==> config.mk <==
export PLATFORM = sky130hd
export DESIGN_NAME = decode_stage_pipe
export DESIGN_NICKNAME = d
export VERILOG_FILES = /design/src/rtl/decode_stage_pipe.sv
export SDC_FILE = /design/constraint.sdc
export NUM_CORES = 1
export LEC_CHECK = 0
export CORE_ASPECT_RATIO = 0.9
export CORE_UTILIZATION = 43
export CTS_BUF_LIST = sky130_fd_sc_hd__clkbuf_4 sky130_fd_sc_hd__clkbuf_8 sky130_fd_sc_hd__clkbuf_16
export CTS_CLUSTER_DIAMETER = 40
export DETAILED_ROUTE_END_ITERATION = 8
export HOLD_SLACK_MARGIN = 0.12
export PLACE_DENSITY = 0.8
export SYNTH_ARGS = -nofsm -noshare
export SYNTH_HDL_FRONTEND = slang
export SYNTH_SLANG_ARGS = --single-unit
==> constraint.sdc <==
create_clock -name sig_clk -period 2.5 [get_ports sig_clk]
set_clock_uncertainty 0.1 [all_clocks]
set_input_delay 0.25 -clock sig_clk [delete_from_list [all_inputs] [get_ports sig_clk]]
set_output_delay 0.25 -clock sig_clk [all_outputs]
set_load 0.005 [all_outputs]
==> src/rtl/decode_stage_pipe.sv <==
// rtl/decode_stage_pipe.sv - decode stage between IF and EX: control-ROM id decode,
// load-use bubbles, post-flush squash, sticky halt and EX backpressure.
module decode_stage_pipe #(
  parameter int DATA_W       = 8,
  parameter int PC_W         = 8,
  parameter int INSTR_W      = 8,
  parameter int REG_AW       = 2,
  parameter int CTRL_W       = 12,
  parameter int FLUSH_CYCLES = 1,
  parameter int LOAD_DM      = 1
) (
  input  logic                sig_clk,
  input  logic                sig_rst_n,
  output logic                sig_hlt,
  output logic                sig_stall,
  input  logic                IF_valid,
  input  logic [PC_W-1:0]     IF_addr_pgm,
  input  logic [INSTR_W-1:0]  DM_data_pgm,
  input  logic                EX_stall,
  output logic [REG_AW-1:0]   RF_addr_read_a,
  output logic [REG_AW-1:0]   RF_addr_read_b,
  input  logic [DATA_W-1:0]   RF_data_read_a,
  input  logic [DATA_W-1:0]   RF_data_read_b,
  output logic [4:0]          ROM_addr,
  input  logic [CTRL_W-1:0]   ROM_data,
  output logic                EX_valid,
  output logic [PC_W-1:0]     EX_addr_pgm,
  output logic [CTRL_W-6:0]   EX_sig_ctrl_EX,
  output logic [1:0]          EX_sig_ctrl_DM,
  output logic                EX_sig_ctrl_RF,
  output logic [DATA_W-1:0]   FW_data_a,
  output logic [DATA_W-1:0]   FW_data_b,
  output logic [REG_AW-1:0]   EX_FW_addr_a,
  output logic [REG_AW-1:0]   FW_addr_b
);

  logic [1:0] squash_cnt;
  logic       instr_type;
  logic       hazard;
  logic       squashing;
  logic       issue;

  assign RF_addr_read_a = DM_data_pgm[REG_AW-1:0];
  assign RF_addr_read_b = DM_data_pgm[2*REG_AW-1:REG_AW];

  // Only the 2'b11 opcode prefix selects the short-id encoding.
  assign instr_type = ~&DM_data_pgm[INSTR_W-1:INSTR_W-2];

  always_comb begin
    ROM_addr = '0;
    if (instr_type) ROM_addr = {1'b1, DM_data_pgm[INSTR_W-1:INSTR_W-4]};
    else            ROM_addr = {1'b0, DM_data_pgm[INSTR_W-3:INSTR_W-6]};
  end

  assign hazard = EX_valid & (EX_sig_ctrl_DM == 2'(LOAD_DM)) & EX_sig_ctrl_RF &
                  ((EX_FW_addr_a == RF_addr_read_a) | (EX_FW_addr_a == RF_addr_read_b));

  assign squashing = ~sig_hlt & (squash_cnt != 2'd0) & IF_valid;
  assign issue     = ~sig_hlt & (squash_cnt == 2'd0) & IF_valid & ~hazard;

  assign sig_stall = IF_valid & (EX_stall | sig_hlt | (hazard & (squash_cnt == 2'd0)));

  always_ff @(posedge sig_clk) begin
    if (!sig_rst_n) begin
      EX_valid       <= 1'b0;
      EX_addr_pgm    <= '0;
      EX_sig_ctrl_EX <= '0;
      EX_sig_ctrl_DM <= '0;
      EX_sig_ctrl_RF <= 1'b0;
      FW_data_a      <= '0;
      FW_data_b      <= '0;
      EX_FW_addr_a   <= '0;
      FW_addr_b      <= '0;
      sig_hlt        <= 1'b0;
      squash_cnt     <= 2'd0;
    end else if (!EX_stall) begin
      if (issue) begin
        EX_valid       <= 1'b1;
        EX_sig_ctrl_EX <= ROM_data[CTRL_W-6:0];
        EX_sig_ctrl_RF <= ROM_data[CTRL_W-5];
        EX_sig_ctrl_DM <= ROM_data[CTRL_W-3:CTRL_W-4];
        EX_addr_pgm    <= IF_addr_pgm;
        FW_data_a      <= RF_data_read_a;
        FW_data_b      <= RF_data_read_b;
        EX_FW_addr_a   <= RF_addr_read_a;
        FW_addr_b      <= RF_addr_read_b;
        if (ROM_data[CTRL_W-1]) sig_hlt <= 1'b1;
      end else begin
        // Bubble: control cleared so a stale load cannot re-trigger the hazard.
        EX_valid       <= 1'b0;
        EX_sig_ctrl_EX <= '0;
        EX_sig_ctrl_RF <= 1'b0;
        EX_sig_ctrl_DM <= '0;
      end
      if (squashing)
        squash_cnt <= squash_cnt - 2'd1;
      else if (issue && ROM_data[CTRL_W-2])
        squash_cnt <= 2'(FLUSH_CYCLES);
    end
  end

endmodule

; ---- Yosys cells after proc, flatten, opt, wreduce, memory -nomap -nowiden
; Index checks and enable logic that the tools add are counted.
[word_totals]
regBits = 42
latch_bits = 0
ram_bits = 0
rom_bits = 0
in_bits = 48
n_memories = 0
[classes]
n_addsub = 1
mul = 0
div = 0
magnitude_cmp = 0
eq_ne = 3
n_shift = 0
mux = 7
bitwise_logic = 16
reduce_logical = 8
[ops]
columns = cell, count
row1 = $and 1x1->1, 10
row2 = $mux 7, 1
row3 = $mux 2, 3
row4 = $reduce_and 2->1, 3
row5 = $mux 5, 1
row6 = $eq 2x2->1, 2
row7 = $reduce_bool 2->1, 2
row8 = $not 1->1, 3
row9 = $or 1x1->1, 3
row10 = $reduce_and 3->1, 1
row11 = $eq 2x1->1 const B, 1
row12 = $logic_not 2->1, 1
row13 = $mux 1, 2
row14 = $sub 2x1->2 const B, 1
row15 = $logic_and 1x1->1, 1

; ---- Longest topological paths before layout
[depth]
word_depth = 9
depth_mapped = 8
depth_no_buf = 6

; ---- Worst setup path before layout
; No wires, ideal clock.
[synth_path]
path_kind = register to register
from = reg squash_cnt[0]
to = reg EX_FW_addr_a[0]
setup_ns = 0.122
arrival_time_ns = 1.618
t_required_ns = 2.278
setup_slack_ns = 0.660
path_stages_with_launch = 8
period_less_slack_ns = 1.840
path_cell_list = dfxtp_1 inv_1 ha_1 and4bb_2 nor2b_1 buf_2 buf_1 a311o_1
[synth_between]
elab_chain_len = 5
[synth_rtl]
columns = element, line_no
row1 = start: declaration, 37  ; logic [1:0] squash_cnt;
row2 = start signal: assignment, 96  ; squash_cnt <= squash_cnt - 2'd1;
row3 = start signal: assignment, 98  ; squash_cnt <= 2'(FLUSH_CYCLES);
row4 = $logic_not 2->1, 59  ; assign issue = ~sig_hlt & (squash_cnt == 2'd0) & IF_valid & ~hazard;
row5 = $and 1x1->1 (3 in a row), 59
row6 = $reduce_and 2->1 (no line), n/a
row7 = end signal: assignment, 85  ; EX_FW_addr_a <= RF_addr_read_a;
row8 = end: declaration, 33  ; output logic [REG_AW-1:0] EX_FW_addr_a,
; No other way between the ends.
; A chain may end at the register's enable or synchronous reset.

; ---- Worst setup path in the final report
[layout_path]
from = in DM_data_pgm[3]
to = out sig_stall
[layout_between]
elab_chain_len = 6
[layout_rtl]
columns = element, line_no
row1 = start: declaration, 18  ; input logic [INSTR_W-1:0] DM_data_pgm,
row2 = $eq 2x2->1, 56  ; ((EX_FW_addr_a == RF_addr_read_a) | (EX_FW_addr_a == RF_addr_read_b));
row3 = $or 1x1->1, 56
row4 = $and 1x1->1, 55  ; assign hazard = EX_valid & (EX_sig_ctrl_DM == 2'(LOAD_DM)) & EX_sig_ctrl_RF &
row5 = $and 1x1->1, 61  ; assign sig_stall = IF_valid & (EX_stall | sig_hlt | (hazard & (squash_cnt == 2'd0)));
row6 = $or 1x1->1, 61
row7 = $and 1x1->1, 61
row8 = end: declaration, 15  ; output logic sig_stall,
; No other way between the ends.

==> qor.yml <==
logic_synthesis:
  synthCells: 288
  yosysSeqAreaShare_pct: 35.1
  yosysUniqueCellTypes: 31
  avgSynthCellArea_um2: 8.32
  ys_ff_latch: 42
  synth_fp_nets: 337
  yosysWarnings: 0
  netlist_area_mm2: 0.00239
timing:
  hold_viol_final: 0
  final_max_slew_viol_count: 0
  fin_crit_sh_pct: 92.4
  max_freq_mhz: 433
  maxSlewHeadroom_pct: 57.2
  fin_crit_ns: 2.31
  grt_setup_unrepaired: "false"
  setup-violations-final: 0
  fin_setup_tns_ns: 0
  tightest_slew_ns: 0.640
  hold_ws_ns: 0.386
route:
  detail-route-antenna-nets: 0
  wl_met2_um: 2970
  met1Wirelength_um: 2750
  wire_per_inst_um: 14.4
  drc_errors: 0
  drt_iter0_markers: 136
  highest_layer: "met4"
  wl_met3_um: 507
  drt_wl_total_um: 6270
  vias: 2410
  firstDrtPassIters: 4
  viasPerCell: 5.55
final_layout:
  fin_nets: 415
  ff_latch_area_um2: 841
  final_cell_mix: "clkdlybuf4s50_1, nand3_1, dfxtp_1"
  n_fill_cell: 463
  multiInputGateArea_mm2: 0.00137
  area_delta_synth_final_pct: 44.6
  layout-drive-gt1-share_pct: 6.27
  n_antenna_cell: 0
  layout_commonest_cell: "clkdlybuf4s50_1"
setup_path:
  slowest_stage: "clkdlybuf4s50_1"
  start_kind: "input pin"
  path_class: "input pin to primary output"
  cp.arrival_ns: 1.96
  cpPeakStageDelay_ns: 0.53
  required_ns: 2.15
  cp_max_fo: 5
  critPathTopFamily: "buffers and inverters"
  crit_chain: "clkdlybuf4s50_1, xor2_1, o22ai_4, nand2_1, o21ai_1, clkdlybuf4s50_1"
  cpMostUsedCell: "clkdlybuf4s50_1"
  crit_path_end_kind: "primary output"
  cp.buffers_inverters: 2
hold_path:
  min_path_type: "register to register"
floorplanning:
  die_h_um: 72.8
  fp.dieArea_mm2: 0.00587
  core_area_mm2: 0.00532
  io_pins: 98
  std_cell_rows: 25
  initial_utilization_pct: 45.0
  die_w_um: 80.7
pwr:
  power.share.clock_pct: 29.3
  vdd_drop_max_uv: 346
  seqPwrFrac_pct: 41.8
  powerDensity_mw_per_mm2: 536
  p_switching_mw: 0.524
  p_int_mw: 1.33
  share_comb_of_total_power_pct: 28.9
  total_leakage_power_nw: 1.31
  sw_frac_of_total_pct: 28.2
flow_run:
  cap_viol_max_count: 0
global_route:
  antenna_found_initial: 0
  grt_use_total_pct: 21.3
  grt_pass1_wl_um: 9850
  grt_max_degree: 66
  grt_pass1_vias: 2168
  grt-ovfl-total: 0
clock_tree:
  clockBufferDepth: 2
  clk_pin_slew_worst_paths_ns: 0.09
  cts_root_buf: "clkbuf_8"
  cts_tree: "yes"
  htreeDepth: 2
  cts_sinks: 42
  cts_buffers: 5
  worstSkewPairLatency_ns: 0.29
run_status:
  status: "complete, no violations"
placement:
  place_hpwl_um: 4310
  gp_congestion: 0.789
  io_buffers: 97
[metrics by stage]
stage / util [%] / std cells / setup slack (ns) / power [mW] / cell area (µm²)
4_1_cts: 65.1 / 434 / 0.139 / 1.87 / 3460
2_1_floorplan: - / 288 / 0.660 / 1.07 / 2390
3_3_place_gp: 63.0 / 426 / 0.193 / 1.32 / 3350
6_report: 65.1 / 434 / 0.190 / 1.86 / 3460
5_1_grt: 65.1 / 434 / 0.0333 / 1.94 / 3460
3_5_place_dp: 63.0 / 426 / 0.165 / 1.33 / 3350
[state kept, by name, indices dropped and copies added (netlist names)]
signal and count:
EX_valid 1, EX_addr_pgm 8, FW_addr_b 2, FW_data_b 8
sig_hlt 1, EX_FW_addr_a 2, squash_cnt 2, EX_sig_ctrl_EX 7
EX_sig_ctrl_DM 2, FW_data_a 8, EX_sig_ctrl_RF 1
[synthesized netlist by cell type]
library cell,count,area [µm²]
a21o_1,1,7.51
a32o_1,1,10.0
a21oi_1,1,5.00
nor2_1,28,105
nor2b_1,1,6.26
o211ai_1,1,7.51
mux2_2,2,22.5
buf_2,6,30.0
o22ai_2,1,12.5
buf_1,2,7.51
inv_1,4,15.0
nand2_1,33,124
clkbuf_1,20,75.1
buf_8,1,15.0
buf_6,1,11.3
a31oi_1,1,6.26
a22o_1,11,96.3
and4bb_2,1,12.5
o21ai_0,2,10.0
buf_4,5,37.5
dfxtp_1,42,841
xnor2_1,1,8.76
and4b_1,1,10.0
a21boi_0,2,15.0
xor2_1,4,35.0
nor4b_1,1,8.76
a311o_1,28,280
ha_1,1,12.5
and2_1,1,6.26
mux2i_1,28,280
nand3_1,56,280
[repair_timing]
| item | CTS | global route |
|---|---|---|
| hold buffers | 0 | 0 |
| hold endpoints to repair | 0 | 0 |
| gates resized for setup | 0 | 1 |
| setup endpoints to repair | 0 | 1 |
| buffers inserted | 0 | 0 |
[final cells by class]
| type | instances | share of cell area [%] |
|---|---|---|
| inverters | 4 | 0.434 |
| clock buffers | 5 | 1.99 |
| repair buffers | 106 | 29.9 |
| clock inverters | 3 | 1.30 |
| multi-input cells | 207 | 39.6 |
| flip-flops and latches | 42 | 24.3 |
| well taps | 67 | 2.42 |
[power groups by stage]
stage,Sequential [mW],Clock [mW],Combinational (mW)
2_1_floorplan,0.790,0,0.281
3_3_place_gp,0.788,0,0.528
3_5_place_dp,0.790,0,0.538
4_1_cts,0.774,0.554,0.539
5_1_grt,0.783,0.580,0.580
6_report,0.775,0.544,0.537
[path summary, 6_finish.rpt]
check,slack (ns),to,from,cells after the start
max,0.19,sig_stall,DM_data_pgm[3],6
min,0.39,EX_sig_ctrl_EX[4],EX_sig_ctrl_EX[4],1
min reg2reg,0.39,EX_sig_ctrl_EX[4],EX_sig_ctrl_EX[4],1
max reg2reg,0.39,EX_sig_ctrl_EX[1],squash_cnt[0],8
[metal layers]
layer,vias to the layer above,GRT usage (%)
met5,-,0
met4,0,4.56
li1,1197,-
met1,1127,25.9
met2,82,37.2
met3,4,6.25
[logic make-up after synthesis]
group	synth area share (%)
AND/OR/NAND/NOR	23.1
AO/OA/AOI/OAI	18.8
flip-flops	35.1
buffers and inverters	7.99
multiplexers	12.6
XOR/XNOR	1.83
adder cells (fa/ha/maj)	0.522
Note: power is estimated with default switching activity, not from simulation.
